**config.mk**
```make
export PLATFORM = sky130hd
export DESIGN_NAME = coin_validator
export DESIGN_NICKNAME = d
export VERILOG_FILES = /design/src/rtl/coin_pkg.sv /design/src/rtl/coin_debounce.sv /design/src/rtl/coin_validator.sv
export SDC_FILE = /design/constraint.sdc
export NUM_CORES = 1
export LEC_CHECK = 0
export CAP_MARGIN = 20
export CORE_ASPECT_RATIO = 1.4
export CORE_MARGIN = 3
export CORE_UTILIZATION = 45
export CTS_BUF_LIST = sky130_fd_sc_hd__clkbuf_8
export DETAILED_ROUTE_END_ITERATION = 16
export PLACE_DENSITY = 0.65
export SKIP_CTS_REPAIR_TIMING = 1
export SYNTH_ARGS = -nofsm -noshare
export SYNTH_HDL_FRONTEND = slang
export SYNTH_SLANG_ARGS = --single-unit
```
**constraint.sdc**
```tcl
create_clock -name clk -period 2 [get_ports clk]
set_input_delay 0.4 -clock clk [delete_from_list [all_inputs] [get_ports clk]]
set_output_delay 0.4 -clock clk [all_outputs]
set_load 0.1 [all_outputs]
```
**src/rtl/coin_pkg.sv**
```systemverilog
// Shared coin-path types: the coin code driven to the vending FSM and the validator state encoding.
package coin_pkg;

  typedef enum logic [1:0] {
    COIN_NONE = 2'b00,
    COIN_50   = 2'b01,
    COIN_100  = 2'b10
  } coin_code_t;

  typedef enum logic [2:0] {
    IDLE     = 3'd0,
    MEASURE  = 3'd1,
    CLASSIFY = 3'd2,
    JAM      = 3'd3,
    LOCKOUT  = 3'd4
  } cv_state_t;

endpackage

```
**src/rtl/coin_debounce.sv**
```systemverilog
// Sensor synchroniser + debouncer; both edges of deb lag sens by SYNC_STAGES+DEB_CYCLES cycles.
// No backpressure. deb_rise is suppressed until the line has been seen stably low after reset.
module coin_debounce #(
  parameter int SYNC_STAGES = 2,
  parameter int DEB_CYCLES  = 4
) (
  input  logic clk,
  input  logic rst,
  input  logic sens,
  output logic deb,
  output logic deb_rise,
  output logic deb_fall
);

  localparam int DCW = $clog2(DEB_CYCLES + 1);

  logic [SYNC_STAGES-1:0] sync_q;
  logic [SYNC_STAGES-1:0] fill_q;
  logic [DCW-1:0]         stab_cnt;
  logic [DCW-1:0]         low_cnt;
  logic                   armed;
  logic                   samp;
  logic                   toggle;

  assign samp   = sync_q[SYNC_STAGES-1];
  assign toggle = (samp != deb) && (stab_cnt == DCW'(DEB_CYCLES - 1));

  always_ff @(posedge clk or posedge rst) begin
    if (rst) begin
      sync_q   <= '0;
      fill_q   <= '0;
      stab_cnt <= '0;
      low_cnt  <= '0;
      armed    <= 1'b0;
      deb      <= 1'b0;
      deb_rise <= 1'b0;
      deb_fall <= 1'b0;
    end else begin
      sync_q   <= {sync_q[SYNC_STAGES-2:0], sens};
      fill_q   <= {fill_q[SYNC_STAGES-2:0], 1'b1};
      if (samp == deb || toggle)
        stab_cnt <= '0;
      else
        stab_cnt <= stab_cnt + 1'b1;
      if (toggle)
        deb <= ~deb;
      deb_rise <= toggle && !deb && armed;
      deb_fall <= toggle && deb;
      // A sensor already blocked when reset releases must go low before a coin is accepted.
      if (!armed) begin
        if (!fill_q[SYNC_STAGES-1] || samp || deb)
          low_cnt <= '0;
        else if (low_cnt == DCW'(DEB_CYCLES - 1))
          armed <= 1'b1;
        else
          low_cnt <= low_cnt + 1'b1;
      end
    end
  end

endmodule

```
**src/rtl/coin_validator.sv**
```systemverilog
// Coin validator: debounce, width-measure and classify; coin_o/reject_o one cycle after CLASSIFY.
// No backpressure. Define COIN_VALIDATOR_STATS_EN to add saturating accept/reject counters.
module coin_validator
  import coin_pkg::*;
#(
  parameter int SYNC_STAGES = 2,
  parameter int DEB_CYCLES  = 4,
  parameter int CNT_W       = 8,
  parameter int W50_MIN     = 20,
  parameter int W50_MAX     = 40,
  parameter int W100_MIN    = 60,
  parameter int W100_MAX    = 90,
  parameter int LOCK_CYCLES = 16
) (
  input  logic       clk,
  input  logic       rst,
  input  logic       sens_i,
  input  logic       inhibit_i,
  output logic [1:0] coin_o,
  output logic       reject_o,
  output logic       jam_o,
  output logic       busy_o
`ifdef COIN_VALIDATOR_STATS_EN
  ,
  output logic [7:0] acc_cnt_o,
  output logic [7:0] rej_cnt_o
`endif
);

  localparam int LW = $clog2(LOCK_CYCLES + 1);
  localparam logic [CNT_W-1:0] CNT_MAX = '1;

  logic             deb;
  logic             deb_rise;
  logic             deb_fall;
  cv_state_t        state;
  cv_state_t        state_nxt;
  logic [CNT_W-1:0] w_cnt;
  logic [LW-1:0]    lock_cnt;
  coin_code_t       coin_q;
  coin_code_t       coin_nxt;
  logic             rej_q;
  logic             rej_nxt;
  logic             in_50;
  logic             in_100;

  coin_debounce #(
    .SYNC_STAGES(SYNC_STAGES),
    .DEB_CYCLES (DEB_CYCLES)
  ) u_deb (
    .clk     (clk),
    .rst     (rst),
    .sens    (sens_i),
    .deb     (deb),
    .deb_rise(deb_rise),
    .deb_fall(deb_fall)
  );

  assign in_50  = (w_cnt >= CNT_W'(W50_MIN))  && (w_cnt <= CNT_W'(W50_MAX));
  assign in_100 = (w_cnt >= CNT_W'(W100_MIN)) && (w_cnt <= CNT_W'(W100_MAX));

  always_comb begin
    state_nxt = state;
    coin_nxt  = COIN_NONE;
    rej_nxt   = 1'b0;
    case (state)
      IDLE:    if (deb_rise) state_nxt = MEASURE;
      // Jump one cycle early so JAM is entered as the counter lands on its ceiling.
      MEASURE: if (deb_fall) state_nxt = CLASSIFY;
               else if (deb && w_cnt == CNT_MAX - 1'b1) state_nxt = JAM;
      CLASSIFY: begin
        state_nxt = LOCKOUT;
        if (inhibit_i)   rej_nxt  = 1'b1;
        else if (in_50)  coin_nxt = COIN_50;
        else if (in_100) coin_nxt = COIN_100;
        else             rej_nxt  = 1'b1;
      end
      JAM:     if (deb_fall) state_nxt = LOCKOUT;
      LOCKOUT: if (lock_cnt == LW'(LOCK_CYCLES - 1)) state_nxt = IDLE;
      default: state_nxt = IDLE;
    endcase
  end

  always_ff @(posedge clk or posedge rst) begin
    if (rst) begin
      state    <= IDLE;
      w_cnt    <= '0;
      lock_cnt <= '0;
      coin_q   <= COIN_NONE;
      rej_q    <= 1'b0;
    end else begin
      state  <= state_nxt;
      coin_q <= coin_nxt;
      rej_q  <= rej_nxt;
      // The rise cycle is itself the first high cycle, so w equals the pulse width at the fall.
      if (deb_rise)
        w_cnt <= CNT_W'(1);
      else if (deb && w_cnt != CNT_MAX)
        w_cnt <= w_cnt + 1'b1;
      if (state == LOCKOUT)
        lock_cnt <= lock_cnt + 1'b1;
      else
        lock_cnt <= '0;
    end
  end

  assign coin_o   = coin_q;
  assign reject_o = rej_q;
  assign jam_o    = (state == JAM);
  assign busy_o   = (state != IDLE);

`ifdef COIN_VALIDATOR_STATS_EN
  always_ff @(posedge clk or posedge rst) begin
    if (rst) begin
      acc_cnt_o <= '0;
      rej_cnt_o <= '0;
    end else begin
      if (coin_nxt != COIN_NONE && acc_cnt_o != 8'hFF)
        acc_cnt_o <= acc_cnt_o + 1'b1;
      if ((rej_nxt || (state == MEASURE && state_nxt == JAM)) && rej_cnt_o != 8'hFF)
        rej_cnt_o <= rej_cnt_o + 1'b1;
    end
  end
`endif

endmodule

```
== After elaboration in Yosys (flattened, before gate mapping) ==
Cells that the tools add are included.
Word-level totals
  bits in registers: 33
  input port bits: 4
  logic and storage cells: 80
  output and inout bits: 5
Cells by class
  order comparisons: 4
  reduce and logical (&&, ||, !) cells: 18
  $add $sub $neg: 4
  equality and inequality tests: 16
  bitwise operators: 2
  multiplexer cells: 23
Operator list (count)
  3-bit two-way mux: 8
  8-bit two-way mux: 2
  3-bit case mux with 5 select lines: 1
  3-bit by 2-bit equality test with 1-bit output, second input constant: 4
  8-bit by 1-bit adder with 8-bit output, second input constant: 1
  8-bit equality test, second input constant: 1
  8-bit by 5-bit >= comparator with 1-bit output, second input constant: 1
  8-bit by 6-bit >= comparator with 1-bit output, second input constant: 1
  8-bit by 6-bit <= comparator with 1-bit output, second input constant: 1
  8-bit by 7-bit <= comparator with 1-bit output, second input constant: 1
  1-bit logical AND: 8
  2-bit two-way mux: 4
  8-bit inequality test, second input constant: 1
  1-bit two-way mux: 7
  3-bit by 1-bit adder with 3-bit output, second input constant: 2
  2-bit by 1-bit inequality test with 1-bit output, second input constant: 3
  5-bit by 1-bit adder with 5-bit output, second input constant: 1
  5-bit by 4-bit equality test with 1-bit output, second input constant: 1
  5-bit two-way mux: 1
  4-bit AND reduction: 1
  3-bit by 1-bit equality test with 1-bit output, second input constant: 1
  3-bit equality test, second input constant: 1
  3-bit zero test: 1
  1-bit logical OR: 3
  9 further kinds: 11

== Longest topological paths before layout ==
Gate-level depths: netlist of the first run.
  depth in word-level cells: 6
  mapped depth: 6

== By module ==
From an unflattened synthesis of the first run, not the netlist that was laid out.
Unflattened totals
  cells, all modules: 146
  area, all modules: 1549.0 um^2
By module, submodules not included
  coin_validator: instances 1, area an instance 996.0 um^2, cells each 106
  coin_debounce: instances 1, area an instance 553.0 um^2, cells each 40

== Least setup slack after synthesis of the first run ==
No wires, ideal clock.
  path type: reg2out
  start: register state[2]
  end: output port jam_o
  path slack: -0.228 ns
  arrival time: 1.828 ns
  required time: 1.600 ns
  stages on the path, launching flop included: 3
  path buffers: 0
  cells stage by stage: dfrtp_1 -> nand2b_1 -> nor2_1
Between the ends
  cells in the longest elaborated chain, start to end: 1
Ends and longest elaborated chain
  from (decl): line coin_validator.sv:36  | cv_state_t state;
  from (signal assigned): line coin_validator.sv:92  | state <= state_nxt;
  3-bit by 2-bit equality test with 1-bit output: line coin_validator.sv:109  | assign jam_o = (state == JAM);
  to (decl): line coin_validator.sv:21  | output logic jam_o,
Every way passes these cells.

== Final worst setup path of the first run ==
  start: register state[1]
  end: output port busy_o
Between the ends
  cells in the longest elaborated chain, start to end: 1
Ends and longest elaborated chain
  3-bit nonzero test: line coin_validator.sv:110  | assign busy_o = (state != IDLE);
  to (decl): line coin_validator.sv:22  | output logic busy_o
Every way passes these cells.

==> results of run 1 <==
[cell families (layout without fill, tap and decap cells)]
logic type / count (synthesis) / count (layout) / share of synthesized area, %
XOR/XNOR: 7 / 7 / 4.01
buffers and inverters: 13 / 26 / 3.68
other: 1 / 1 / 0.245
AND/OR/NAND/NOR: 58 / 58 / 19.3
multiplexers: 2 / 2 / 1.39
adder cells (fa/ha/maj): 9 / 9 / 7.37
AO/OA/AOI/OAI: 21 / 21 / 9.98
flip-flops: 33 / 33 / 54.0
[final cells by class]
class / count / area [um2] / share of cell area (%)
clock buffer: 5 / 68.8 / 3.84
clock inverter: 3 / 65.1 / 3.63
timing repair buffer: 9 / 100 / 5.59
multi-input combinational: 98 / 649 / 36.2
tap: 39 / 48.8 / 2.72
inverter: 9 / 33.8 / 1.89
sequential: 33 / 826 / 46.1
[flip-flops by register name, indices dropped and copies added (netlist names)]
| name | cells |
|---|---|
| u_deb.armed | 1 |
| reject_o | 1 |
| lock_cnt | 5 |
| w_cnt | 8 |
| u_deb.fill_q | 2 |
| u_deb.stab_cnt | 3 |
| u_deb.deb_rise | 1 |
| coin_o | 2 |
| u_deb.low_cnt | 3 |
| u_deb.sync_q | 2 |
| u_deb.deb | 1 |
| u_deb.deb_fall | 1 |
| state | 3 |
[where the power goes]
group | internal, mW | total, mW | switching (mW)
registers | 0.779 | 0.923 | 0.144
clock network | 0.495 | 0.724 | 0.229
logic | 0.203 | 0.448 | 0.245
total | 1.48 | 2.10 | 0.618
[layer usage]
| layer | track usage (%) | routed length, um |
|---|---|---|
| met5 | 0 | 0 |
| met4 | 7.30 | 48 |
| met3 | 5.15 | 90 |
| met2 | 24.7 | 1280 |
| met1 | 14.5 | 1060 |
[worst max-delay path: cells and delay by family, from the launching register on]
family / cells / cell delay (ps)
and+or+nand+nor: 1 / 430
buffers and inverters: 1 / 190
DFF: 1 / 430
[per-stage QoR]
step                std cells  worst slack, ps
CTS                       196              266
global route              196              142
detailed placement        188              401
floorplan                 144              228
global placement          188              446
finish                    196              279
[cell usage after synthesis (2+ instances only)]
master	instances
nand2b_1	5
a31oi_1	2
xor2_1	5
and3b_1	2
clkbuf_1	3
and3_1	5
ha_1	9
nand2_1	8
dfrtp_1	33
nor2_1	23
xnor2_1	2
a21oi_1	2
nor4b_1	2
o21ai_0	5
or3_1	2
inv_1	9
a221o_1	2
a21o_1	2
nor3_1	3
nand3_1	3
[how the worst max path moves through the flow]
stage	endpoint	slack, ps	depth (start not counted)
detailed placement	w_cnt[1]	400	4
global route	w_cnt[1]	140	4
CTS	busy_o	270	2
global placement	reject_o	450	4
floorplan	jam_o	230	2
finish	busy_o	280	2
==> metrics.txt, run 1 <==
critical path data required time 1600 ps; critical-path cell list or3_1 > buf_12; initial DRC count 36; origin of the worst setup path state[1]; Global Route Usage Sum 13.9%; Skew-Pair Late Insertion Delay 280 ps; critical path class reg -> out; worst reg2reg startpoint w_cnt[2]; Critical Path Start Type flip-flop; P_leak 0.863 nW; starting density of the core 48.0%; DRC violations left 0; worst r2r dst w_cnt[1]; P&R area growth vs syn 17.2%; Max-cap violations 0; Core Region 3180 um2; first drt pass iteration count 4; outcome finished, final reports clean; EDFF count, synth 0; CTS Sinks 33; IO Count 9; Vias/cell 5.29; VDD IR max 0.792 mV; largest net degree at the start of global routing 34; grt ovf 0; Hold Path Origin u_deb.sync_q[0]; vias in the first global route 1026; hold path depth 0; routability congestion estimate from global placement 0.788; port bufs 8; Area after DPL 1660 um2; layout cell share with drive strength beyond 1 10.8%; Tcrit/Tclk final 86.0%; design area 1790 um2; final-report max-slew violation count 0; FFs w/ async S/R, synth 100%; r2r worst-path depth 4; most frequent cells in the layout 33 x dfrtp_1, 22 x nor2_1, 9 x inv_1, 9 x ha_1, 8 x nand2_1; first-pass GRT wire length 4400 um; initial antenna violation count 0; Syn. warnings 0; hold endpoint u_deb.sync_q[1]; ys flop type dfrtp_1; Post-Route Skew 4.61 ps; R2R Setup Slk 340 ps; commonest non-fill, non-tap cell in the layout dfrtp_1; Syn Nets 157; Mapped Avg Cell Area 10.6 um2; post-synthesis cell count 144; row cnt 24; Hold Slack 356 ps; WP data arrival 1320 ps; Mapped Area 1530 um2; TritonCTS clock tree yes; number of setup violations in the final report 0; Area contributors post-synth dfrtp_1 54%, ha_1 7.4%, nor2_1 5.6%, xor2_1 2.9%, inv_1 2.2%; Routed WL 2480 um; via count 1036; CP Capture Type output pin; CTS Buf Count 5; unrepaired setup endpoints after global routing no; number of H-tree levels 2; Unique masters post-synth 37; overall power 2.10 mW; clock buffer depth 2; Worst-path clk slew 70 ps; Pwr Density 1170 nW/um2; Routed WL per cell 12.6 um; Hold Fails Final Rpt 0; Synth top area share 54.0%; root buf cell clkbuf_8; # fillers 296; antenna-violating nets left 0; placed wire-length estimate 1780 um; Final Util 56.3%; height of the die 75.0 um; Total Neg Setup Slack 0 ps; Final min period 1720 ps; Synth area leader dfrtp_1; Antenna diodes 0; Fmax 0.581 GHz; width of the die 55.3 um; sequential area share after synthesis 54.0%; slowest CP cell dfrtp_1; Min-Delay Path Class reg -> reg; Max FO, Critical Path 5; Worst path max stage delay 430 ps; Die Area 4140 um2; Nets 169; Seq cells post-synth 33
No activity file was read; power rests on OpenSTA's default activity.
==> run 2, diff against run 1 <==
CELL_PAD_IN_SITES_DETAIL_PLACEMENT = 0   (was default)
CELL_PAD_IN_SITES_GLOBAL_PLACEMENT = 1   (was default)
PLACE_DENSITY = 0.78   (was 0.65)
==> run 2 against run 1 <==
Against the previous run:
- hold slack improved by 0.55 ps
- clock skew rose by 3.2 ps
- first-iteration DRC count down 25%
- total power is 1.2% higher
- critical path type unchanged
- critical endpoint unchanged
==> metrics.txt, run 2 (same netlist as run 1, synthesis figures left out) <==
first-pass GRT wire length 4560 um; IO Count 9; switching share of power 29.8%; Min-Delay Path Class reg -> reg; grt ovf 0; Hold Slack 357 ps; via count 1042; starting density of the core 48.0%; Tcrit/Tclk final 86.5%; vias in the first global route 979; most frequent cells in the layout 33 x dfrtp_1, 22 x nor2_1, 9 x inv_1, 9 x ha_1, 8 x nand2_1; initial DRC count 27; Worst path max stage delay 430 ps; clock buffer depth 2; Max-cap violations 0; largest net degree at the start of global routing 34; Fmax 0.578 GHz; critical path data required time 1600 ps; Global Route Usage Sum 14.6%; initial antenna violation count 0; DRC violations left 0; Bufs and invs on worst path 1; Vias/cell 5.29; Int Pwr 1.49 mW; critical-path cell list or3_1 > buf_12; # fillers 282; clock share of power 34.6%; Routed WL 2540 um; Skew-Pair Late Insertion Delay 290 ps; layout cell share with drive strength beyond 1 11.4%; height of the die 75.0 um; Final min period 1730 ps; critical path class reg -> out; placed wire-length estimate 1830 um; Die Area 4140 um2; Psw 0.631 mW; CTS Buf Count 5; TritonCTS clock tree yes; R2R Setup Slk 350 ps; Largest register FFs 8; width of the die 55.3 um; VDD IR max 0.688 mV; Final Util 56.5%; root buf cell clkbuf_8; slowest CP cell dfrtp_1; Total Neg Setup Slack 0 ps; Hold Fails Final Rpt 0; P_leak 0.868 nW; port bufs 8; CTS Sinks 33; Post-Route Skew 7.77 ps; Biggest register w_cnt; unrepaired setup endpoints after global routing no; Flop pwr share 43.1%; Critical Path Start Type flip-flop; design area 1800 um2; routability congestion estimate from global placement 0.851; Pwr Density 1180 nW/um2; number of H-tree levels 2; outcome finished, final reports clean; final-report max-slew violation count 0; CP Capture Type output pin; antenna-violating nets left 0; number of setup violations in the final report 0; P&R area growth vs syn 17.7%; Core Region 3180 um2; Logic pwr share 22.3%; commonest non-fill, non-tap cell in the layout dfrtp_1; delay-heaviest family, CP flip-flops; Nets 170; first drt pass iteration count 4; WP data arrival 1330 ps; Area after DPL 1670 um2; Antenna diodes 0; Max FO, Critical Path 5; Largest regs w_cnt: 8 flops, lock_cnt: 5 flops; Routed WL per cell 12.9 um; Worst-path clk slew 70 ps; overall power 2.12 mW; row cnt 24
run 2: final timing paths:
kind                            startpoint         endpoint  cells after the start
min reg2reg                u_deb.sync_q[0]  u_deb.sync_q[1]                      0
min in group asynchronous              rst  u_deb.sync_q[0]                      3
min                        u_deb.sync_q[0]  u_deb.sync_q[1]                      0
max reg2reg                       w_cnt[2]         w_cnt[1]                      4
max                               state[1]           busy_o                      2
max in group asynchronous              rst         w_cnt[1]                      3
run 2: layout make-up:
class                      instances  area (um2)  area share (%)
clock buffer                       5        68.8            3.82
timing repair buffer              10         108            5.98
sequential                        33         826            45.9
clock inverter                     3        65.1            3.62
inverter                           9        33.8            1.88
multi-input combinational         98         649            36.1
tap                               39        48.8            2.71
run 2: worst reg2reg max path: stages (launching register included):
cell and delay, ps:
dfrtp_1 480, nand4_1 340, o21ai_0 430, mux2i_1 230
nor2_1 50
run 2: per-stage QoR:
| stage | cells | setup WS, ps |
|---|---|---|
| after detailed placement | 189 | 406 |
| after global placement | 189 | 442 |
| after floorplan | 144 | 228 |
| final | 197 | 269 |
| after global routing | 197 | 195 |
| after CTS | 197 | 257 |
run 2: power by group through the flow:
stage	Sequential, mW	Clock [mW]	Combinational (mW)
after CTS	0.913	0.753	0.479
final	0.914	0.733	0.473
after floorplan	0.866	0	0.420
after global placement	0.918	0	0.473
after global routing	0.937	0.792	0.542
after detailed placement	0.925	0	0.476
run 2: routing by layer:
layer  part of all wire (%)  global-route usage [%]  vias up  wire, um
met2                     50                    23.6       23      1270
met1                     44                    17.2      496      1110
met4                    1.8                    8.11        0        45
li1                       -                       -      517         -
met5                      0                       0        -         0
met3                    4.6                    5.15        6       116
==> run 3, diff against run 2 <==
SLEW_MARGIN = 20   (was default)
==> results of run 3 <==
No change in the layout: final DEF, timing and power equal those of run 2.
